===== src/rtl/trap_ctrl.sv =====
// Machine-mode trap sequencer: drains the pipe, writes mepc/mcause/mstatus in order, then redirects.
// Optional TRAP_VECTORED_EN: vectored interrupt targets when mtvec_i[1:0] == 2'b01.
module trap_ctrl #(
  parameter int XLEN      = 64,
  parameter int DRAIN_MAX = 15
) (
  input  logic            clk,
  input  logic            rst_n,
  input  logic            exc_req,
  input  logic [3:0]      exc_cause,
  input  logic [XLEN-1:0] exc_pc,
  input  logic            mret_req,
  input  logic            irq_timer,
  input  logic            mie_mtie,
  input  logic [XLEN-1:0] irq_pc,
  input  logic [XLEN-1:0] mstatus_i,
  input  logic [XLEN-1:0] mepc_i,
  input  logic [XLEN-1:0] mtvec_i,
  input  logic            drained,
  output logic            flush,
  output logic            mepc_w_e,
  output logic            mcause_w_e,
  output logic            mstatus_w_e,
  output logic [XLEN-1:0] mepc_wdata,
  output logic [XLEN-1:0] mcause_wdata,
  output logic [XLEN-1:0] mstatus_wdata,
  output logic            redirect,
  output logic [XLEN-1:0] redirect_pc,
  output logic            exc_ack,
  output logic            busy
);

  // state | meaning
  // IDLE  | waiting for exception / interrupt / mret
  // DRAIN | front end killed, waiting for drained or drain timeout
  // SAVE  | mepc + mcause written (traps only)
  // STAT  | mstatus written
  // JUMP  | redirect + exc_ack pulse
  typedef enum logic [2:0] {S_IDLE, S_DRAIN, S_SAVE, S_STAT, S_JUMP} state_t;

  localparam int CW = (DRAIN_MAX > 1) ? $clog2(DRAIN_MAX) : 1;
  localparam logic [CW-1:0] CNT_LOAD = (DRAIN_MAX > 0) ? CW'(DRAIN_MAX - 1) : '0;
  localparam logic [XLEN-1:0] IRQ_CAUSE = {1'b1, {(XLEN-4){1'b0}}, 3'd7};
  localparam logic [XLEN-1:0] ALIGN_MASK = ~XLEN'(3);

  state_t          r_state;
  logic            r_is_mret;
  logic [XLEN-1:0] r_cause;
  logic [XLEN-1:0] r_pc;
  logic [CW-1:0]   r_cnt;

  logic            w_irq_take;
  logic            w_cnt_tc;
  logic            w_drain_done;
  logic [XLEN-1:0] w_trap_mstatus;
  logic [XLEN-1:0] w_mret_mstatus;
  logic [XLEN-1:0] w_base;
  logic [XLEN-1:0] w_trap_target;
  logic [XLEN-1:0] w_target;

  assign w_irq_take   = irq_timer & mie_mtie & mstatus_i[3];
  assign w_cnt_tc     = (DRAIN_MAX != 0) && (r_cnt == '0);
  assign w_drain_done = drained | w_cnt_tc;
  assign w_base       = mtvec_i & ALIGN_MASK;

`ifdef TRAP_VECTORED_EN
  // the interrupt bit of the latched cause identifies an interrupt trap
  assign w_trap_target = (r_cause[XLEN-1] && (mtvec_i[1:0] == 2'b01))
                         ? w_base + {{(XLEN-8){1'b0}}, r_cause[5:0], 2'b00}
                         : w_base;
`else
  assign w_trap_target = w_base;
`endif

  assign w_target = r_is_mret ? (mepc_i & ALIGN_MASK) : w_trap_target;

  always_comb begin
    w_trap_mstatus        = mstatus_i;
    w_trap_mstatus[7]     = mstatus_i[3];
    w_trap_mstatus[3]     = 1'b0;
    w_trap_mstatus[12:11] = 2'b11;
    w_mret_mstatus        = mstatus_i;
    w_mret_mstatus[3]     = mstatus_i[7];
    w_mret_mstatus[7]     = 1'b1;
    w_mret_mstatus[12:11] = 2'b11;
  end

  always_ff @(posedge clk or negedge rst_n) begin
    if (!rst_n) begin
      r_state       <= S_IDLE;
      r_is_mret     <= 1'b0;
      r_cause       <= '0;
      r_pc          <= '0;
      r_cnt         <= '0;
      flush         <= 1'b0;
      busy          <= 1'b0;
      mepc_w_e      <= 1'b0;
      mcause_w_e    <= 1'b0;
      mstatus_w_e   <= 1'b0;
      mepc_wdata    <= '0;
      mcause_wdata  <= '0;
      mstatus_wdata <= '0;
      redirect      <= 1'b0;
      redirect_pc   <= '0;
      exc_ack       <= 1'b0;
    end else begin
      mepc_w_e      <= 1'b0;
      mcause_w_e    <= 1'b0;
      mstatus_w_e   <= 1'b0;
      mepc_wdata    <= '0;
      mcause_wdata  <= '0;
      mstatus_wdata <= '0;
      redirect      <= 1'b0;
      redirect_pc   <= '0;
      exc_ack       <= 1'b0;
      case (r_state)
        S_IDLE: begin
          if (exc_req || w_irq_take || mret_req) begin
            r_state <= S_DRAIN;
            r_cnt   <= CNT_LOAD;
            flush   <= 1'b1;
            busy    <= 1'b1;
          end
          if (exc_req) begin
            r_is_mret <= 1'b0;
            r_cause   <= XLEN'(exc_cause);
            r_pc      <= exc_pc;
          end else if (w_irq_take) begin
            r_is_mret <= 1'b0;
            r_cause   <= IRQ_CAUSE;
            r_pc      <= irq_pc;
          end else if (mret_req) begin
            r_is_mret <= 1'b1;
            r_cause   <= '0;
            r_pc      <= '0;
          end
        end
        S_DRAIN: begin
          if (w_drain_done) begin
            if (r_is_mret) begin
              r_state       <= S_STAT;
              mstatus_w_e   <= 1'b1;
              mstatus_wdata <= w_mret_mstatus;
            end else begin
              r_state      <= S_SAVE;
              mepc_w_e     <= 1'b1;
              mcause_w_e   <= 1'b1;
              mepc_wdata   <= r_pc;
              mcause_wdata <= r_cause;
            end
          end else if (r_cnt != '0) begin
            r_cnt <= r_cnt - CW'(1);
          end
        end
        S_SAVE: begin
          r_state       <= S_STAT;
          mstatus_w_e   <= 1'b1;
          mstatus_wdata <= w_trap_mstatus;
        end
        S_STAT: begin
          r_state     <= S_JUMP;
          redirect    <= 1'b1;
          exc_ack     <= 1'b1;
          redirect_pc <= w_target;
        end
        S_JUMP: begin
          r_state <= S_IDLE;
          flush   <= 1'b0;
          busy    <= 1'b0;
        end
        default: begin
          r_state <= S_IDLE;
          flush   <= 1'b0;
          busy    <= 1'b0;
        end
      endcase
    end
  end

endmodule


===== config.mk =====
export PLATFORM = sky130hd
export DESIGN_NAME = trap_ctrl
export DESIGN_NICKNAME = d
export VERILOG_FILES = /design/src/rtl/trap_ctrl.sv
export SDC_FILE = /design/constraint.sdc
export NUM_CORES = 1
export LEC_CHECK = 0
export CAP_MARGIN = 20
export CORE_AREA = 2 2 228 230
export CTS_BUF_LIST = sky130_fd_sc_hd__clkbuf_16
export CTS_CLUSTER_SIZE = 12
export DETAILED_ROUTE_END_ITERATION = 7
export DIE_AREA = 0 0 230 232
export PLACE_DENSITY_LB_ADDON = 0.3
export SLEW_MARGIN = 20
export SYNTH_ARGS = -nofsm -noshare
export SYNTH_HDL_FRONTEND = slang
export SYNTH_SLANG_ARGS = --single-unit

===== constraint.sdc =====
create_clock -name clk -period 1.7 [get_ports clk]
set_input_delay 0.34 -clock clk [delete_from_list [all_inputs] [get_ports clk]]
set_output_delay 0.34 -clock clk [all_outputs]
set_load 0.01 [all_outputs]

==> reports/results.ini, run 1 <==
[timing]
finClkSkew_ns=0.01375
setup_violations=132
fin_crit_sh_pct=110.7
whs_ns=0.2620
fmax_ghz=0.5314
layout_setup_ws_ns=-0.1817
maxSlewViolCount=0
rsz0062_at_grt=true
final_hold_viol_count=0
setup_tns_ns=-15.55
fin_crit_ns=1.882

[pwr]
ir_drop_v=0.0005410
p_per_area_mw_per_mm2=1403
total_leakage_power_nw=9.114

[placed_design]
portBuffers=526
postPlaceCellArea_mm2=0.01718
hpwlAfterDp_um=31460
place_congestion=0.8461
pre_cts_ws_ns=-0.2929

[synth]
ys_async_sr_fraction_pct=100.0
avgSynthCellArea_um2=11.78
synth_edf_count=0
ys.flop_type=dfrtp_1
ys_types=41
syn_area_mm2=0.01097
seq_area_frac_synth_pct=62.52
synth_cells=931
synth-seq-cells=274
yosys_warnings=0

[routing]
drc_errors=0
routed_wirelength_um=44480
drt_iter0_markers=387
vias_per_cell=4.137
wire_per_inst_um=20.16
drt-pass1-iter-count=4
vias=9126
ant_nets=0

[floorplan]
dieArea_mm2=0.05336
die_w_um=230
coreArea_mm2=0.05089
rows=83
die_y_um=232
pin_count=594
initial_core_util_pct=21.55

[global_routing]
antenna_found_initial=5
grt_pass1_wl_um=63490
grt_use_total_pct=16.12
grt_max_degree=66
grt_remaining_overflow=0
first_global_vias=9554

[clock_tree]
htree_levels=2
cts_sinks=274
root_buffer=clkbuf_16
cts_tree=yes
clock_latency_ns=0.54
cts_made_buffers=34
clkSlewWorstSetupHoldPaths_ns=0.06
cts.path.max_buffers=3

[critical_path]
cp-start-kind=flip-flop
cp.required_ns=2.17
path_class=flip-flop to flip-flop
end_kind=flip-flop
crit_arrival_ns=2.35
crit_fanout=8

[finish]
post_route_cells_drive_above_1_share_pct=15.38
fin_area_mm2=0.01884
nFillCells=5055
area_delta_synth_final_pct=71.79
final_core_util_pct=37.02
fin_nets=1829
layout_commonest_cell=clkdlybuf4s50_1
final_cell_mix=clkdlybuf4s50_1 (322), dfrtp_1 (273), dlygate4sd2_1 (200)

[hold_path]
hold_path_class=input port to async pin

[run]
maxCapViolations=0

[status]
violations=setup timing
status=finished with violations

[registers in the layout, indices dropped and copies added (netlist names)]
| name | cells |
|---|---|
| mstatus_wdata | 63 |
| busy | 1 |
| redirect_pc | 62 |
| exc_ack | 1 |
| r_is_mret | 1 |
| mepc_wdata | 64 |
| mcause_wdata | 5 |
| r_state | 3 |
| r_cause | 5 |
| mcause_w_e | 1 |
| r_cnt | 4 |
| r_pc | 64 |
[logic make-up after synthesis]
logic type / share of synthesized area, %
AOI/OAI and AO/OA: 16.16
adders and majority gates: 0.1141
buffers and inverters: 7.804
DFF: 62.52
muxes: 5.853
other: 0.03419
and+or+nand+nor: 7.519
[worst max-delay path, stage by stage (launching register included)]
cell and delay (ns):
dfrtp_1 0.37, inv_1 0.10, ha_4 0.14, or3b_4 0.39, a211oi_4 0.24, buf_6 0.15, buf_12 0.12, buf_16 0.15
and2_4 0.14
[cell usage after synthesis, types with 2 or more instances]
cell type	n	area (um^2)
dfrtp_1	274	6857
a21oi_1	143	715.7
and2_1	70	437.9
nor2_1	67	251.5
buf_4	66	495.5
a22oi_1	64	480.5
mux2i_1	63	630.6
a21boi_0	58	435.4
clkbuf_1	41	153.9
buf_2	24	120.1
inv_1	9	33.78
buf_1	6	22.52
clkbuf_2	6	30.03
o21ai_0	4	20.02
a21boi_1	2	15.01
nand2_1	2	7.510
nand2b_1	2	12.51
nor2b_1	2	12.51
nor3_1	2	10.01
nor3b_1	2	15.01
o211ai_1	2	15.01
o32a_1	2	20.02
or2_2	2	12.51
[power by group]
part	switching (mW)	total [mW]	leakage, nW	internal (mW)
Combinational	5.21	9.99	4.97	4.78
Sequential	0.882	9.40	3.59	8.52
Clock	2.84	7.04	0.552	4.20
[per-layer routing]
metal	track usage [%]	wire length, um	vias to the layer above
met2	28.33	22410	411
met3	5.071	3509	56
met5	0	0	-
met1	18.35	17250	4445
met4	5.806	1307	0
li1	-	-	4214
[metrics by stage]
| stage | cells | total power [mW] |
|---|---|---|
| 2_1_floorplan | 991 | 13.86 |
| 3_3_place_gp | 2113 | 19.02 |
| 3_5_place_dp | 2113 | 19.16 |
| 4_1_cts | 2195 | 26.43 |
| 5_1_grt | 2204 | 28.06 |
| 6_report | 2206 | 26.43 |
[path summary, 6_finish.rpt]
| path | to | slack (ns) | start | cells after the start |
|---|---|---|---|---|
| worst max-delay path | mepc_wdata[42] | -0.18 | r_cnt[1] | 8 |
| worst min-delay path | r_pc[61] | 0.26 | rst_n | 2 |
| worst max register to register | mepc_wdata[42] | -0.18 | r_cnt[1] | 8 |
| worst min register to register | mepc_wdata[3] | 0.47 | r_pc[3] | 1 |
| max in group asynchronous | mstatus_wdata[4] | 0.77 | rst_n | 4 |
| min in group clk | mstatus_wdata[3] | 0.35 | mstatus_i[7] | 3 |
[timing repair]
item | CTS | global route
gates resized for setup | 323 | 65
endpoints found under the setup margin | 336 | 173
endpoints found under the hold margin | 171 | 0
pin swaps | 12 | 23
buffers inserted | 15 | 7
hold buffers | 1 | 0
gates cloned | 8 | 3
[area by class of cell]
class                           instances  area [um^2]  share of cell area [%]
Antenna cell                            5        12.51                 0.06641
Clock buffer                           35        875.8                   4.649
Clock inverter                         25        211.5                   1.122
Inverter                                9        33.78                  0.1793
Multi-Input combinational cell        565         3816                   20.26
Sequential cell                       274         6860                   36.41
Tap cell                              680        850.8                   4.516
Timing Repair Buffer                  613         6178                   32.80
Power figures use the tool's default switching activity.
==> run 2, diff against run 1 <==
CAP_MARGIN = 15   (was 20)
==> results of run 2 <==
No change in the layout: final DEF, timing and power equal those of run 1.
==> run 3, diff against run 2 <==
ABC_AREA = 1   (was not set)
CORE_AREA = 2 2 234 236   (was 2 2 228 230)
DIE_AREA = 0 0 236 238   (was 0 0 230 232)
==> reports/results.ini, run 3 <==
[timing]
worst_pin_slew_ns=0.5434
fmax_ghz=0.6190  ; +16%
maxSlewViolCount=0  ; unchanged
final_hold_viol_count=0  ; unchanged
fin_crit_sh_pct=95.03  ; -16 points
relSlewSlack_pct=63.77
finClkSkew_ns=0.01638  ; +0.002625 ns
whs_ns=0.3006  ; +0.03863 ns
rsz0062_at_grt=true
fin_crit_ns=1.615  ; -0.2662 ns
setup_violations=0  ; -100%

[synth]
yosys_warnings=0  ; unchanged
syn_area_mm2=0.01222  ; +11%
ys_types=26  ; -37%
yosysTopAreaCell=dfrtp_1
seq_area_frac_synth_pct=56.11  ; -6.4 points
synth-seq-cells=274  ; unchanged
synth_cells=1528  ; +64%
ys_async_sr_fraction_pct=100.0  ; unchanged
avgSynthCellArea_um2=7.998  ; -32%
synth_top_area_share_pct=56.11  ; -6.4 points
ys_top_cells_by_area=dfrtp_1 (56%), nand2_1 (22%), buf_4 (4.4%)
yosysMostFrequentCell=nand2_1
synth_edf_count=0  ; unchanged
ys.flop_type=dfrtp_1
synth_commonest_cells=nand2_1 (731), dfrtp_1 (274), inv_1 (141), buf_4 (72), nand3_1 (68)

[finish]
fin_cells=2798  ; +27%
final_cell_mix=nand2_1 (729), clkdlybuf4s50_1 (322), dfrtp_1 (272)
nFillCells=5559  ; +10%
post_route_cells_drive_above_1_share_pct=7.476  ; -7.9 points
top_regs=mepc_wdata x64, r_pc x64, mstatus_wdata x63
fin_nets=2408  ; +32%
layout_commonest_cell=nand2_1
area_delta_synth_final_pct=58.58

[critical_path]
cp.required_ns=1.36  ; -0.81 ns
crit_path_cell_trace=dlygate4sd2_1
crit_arrival_ns=1.28  ; -1.07 ns
cp_slowest_cell=dfrtp_1
cp-start-kind=flip-flop
slowest_delay_ns=0.42  ; +0.03 ns
worstPathBufferInverterCount=1  ; -3
critPathTopFamily=flip-flops
end_kind=output pin
path_class=flip-flop to output pin
crit_fanout=1  ; -7

[global_routing]
grt_remaining_overflow=0  ; unchanged
grt_pass1_wl_um=64740  ; +2.0%
grt_max_degree=74  ; +12%
antenna_found_initial=2  ; -3
grt_use_total_pct=14.99  ; -1.1 points
first_global_vias=11180  ; +17%

[routing]
drc_errors=0  ; unchanged
ant_nets=0  ; unchanged
wire_per_inst_um=15.47  ; -23%
drt_iter0_markers=438  ; +13%
routed_wirelength_um=43290  ; -2.7%
vias=11230  ; +23%
vias_per_cell=4.012  ; -3.0%
drt-pass1-iter-count=5  ; +1

[run]
maxCapViolations=0  ; unchanged

[floorplan]
die_y_um=238  ; +2.6%
pin_count=594  ; unchanged
initial_core_util_pct=22.84  ; +1.3 points
rows=85  ; +2.4%
die_w_um=236  ; +2.6%
dieArea_mm2=0.05617  ; +5.3%
coreArea_mm2=0.05350  ; +5.1%

[hold_path]
hold_path_class=input port to flip-flop

[pwr]
p_per_area_mw_per_mm2=1358  ; -3.2%
total_leakage_power_nw=10.77  ; +18%
ir_drop_v=0.0005798  ; +7.2%

[clock_tree]
cts_made_buffers=35  ; +2.9%
clock_latency_ns=0.53  ; about the same
cts_sinks=274  ; unchanged
cts_tree=yes
clkSlewWorstSetupHoldPaths_ns=0.06  ; about the same
cts.path.max_buffers=3  ; unchanged
htree_levels=2  ; unchanged
root_buffer=clkbuf_16

[placed_design]
hpwlAfterDp_um=32020  ; +1.8%
portBuffers=526  ; unchanged
dp_cells=2731  ; +29%
place_congestion=0.8410  ; -0.60%

[status]
status=completed

run 3: changes by cell type in the layout (fill, tap and decap cells not counted), moves of 20 or more:
| cell | delta |
|---|---|
| a21boi_2 | -60 |
| nand2_1 | +728 |
| o21ai_1 | +25 |
| and2_4 | -20 |
| o21ai_0 | +39 |
| a22oi_1 | -64 |
| nand3_1 | +67 |
| inv_1 | +129 |
| a21oi_1 | -141 |
| mux2i_1 | -63 |
| and2_1 | -50 |
run 3: cells by family after synthesis:
| group | synth area share, % |
|---|---|
| flip-flops | 56.11 |
| adder cells (fa/ha/maj) | 0.1024 |
| buffers and inverters | 12.29 |
| AO/OA/AOI/OAI | 2.939 |
| other | 0.03069 |
| AND/OR/NAND/NOR | 28.53 |
run 3: what timing repair did:
| item | in CTS | in global routing |
|---|---|---|
| hold buffers | 1 | 0 |
| gates cloned | 1 | 1 |
| endpoints found under the hold margin | 45 | 0 |
| pin swaps | 0 | 1 |
| gates resized for setup | 206 | 11 |
| endpoints found under the setup margin | 208 | 123 |
| buffers inserted | 0 | 1 |
run 3: layout make-up:
type	count	area, um^2	share of cell area (%)
Antenna cell	2	5.005	0.02582
Clock buffer	37	925.9	4.778
Clock inverter	24	196.4	1.014
Inverter	146	548.0	2.828
Multi-Input combinational cell	1021	4129	21.31
Sequential cell	274	6862	35.41
Tap cell	696	870.8	4.494
Timing Repair Buffer	598	5843	30.15
run 3: path summary, 6_finish.rpt:
| path | from | endpoint | slack (ns) | cells past startpoint |
|---|---|---|---|---|
| min in group asynchronous | rst_n | r_cause[3] | 0.37 | 2 |
| max in group asynchronous | rst_n | redirect_pc[52] | 0.65 | 3 |
| worst max-delay path | mstatus_wdata[27] | mstatus_wdata[27] | 0.08 | 1 |
| worst max register to register | r_cnt[0] | mstatus_wdata[51] | 0.09 | 8 |
| worst min register to register | r_pc[10] | r_pc[10] | 0.48 | 2 |
| worst min-delay path | exc_req | r_cause[2] | 0.30 | 5 |
run 3: metal layers:
layer / track usage (%) / routed length (um)
met1: 17.63 / 17380
met2: 26.33 / 21380
met3: 4.130 / 3202
met4: 5.038 / 1333
met5: 0 / 0
run 3: where the power goes:
| group | total, mW | switching [mW] | internal [mW] |
|---|---|---|---|
| clock network | 7.30 | 2.92 | 4.38 |
| registers | 9.04 | 0.729 | 8.31 |
| logic | 9.98 | 5.91 | 4.06 |
| total | 26.3 | 9.56 | 16.8 |
run 3: stage by stage:
| stage | setup TNS, ns | utilization, % | area [um^2] | power (mW) | worst slack [ns] |
|---|---|---|---|---|---|
| 6_report | 0 | 36.23 | 19380 | 26.32 | 0.08457 |
| 5_1_grt | -0.1174 | 36.22 | 19380 | 28.26 | -0.02507 |
| 4_1_cts | 0 | 36.12 | 19320 | 26.81 | 0.001197 |
| 3_5_place_dp | -17.75 | 34.40 | 18400 | 20.03 | -0.2500 |
| 3_3_place_gp | -16.71 | 34.40 | 18400 | 19.87 | -0.2596 |
| 2_1_floorplan | 0 | - | 12450 | 14.49 | 0.4017 |
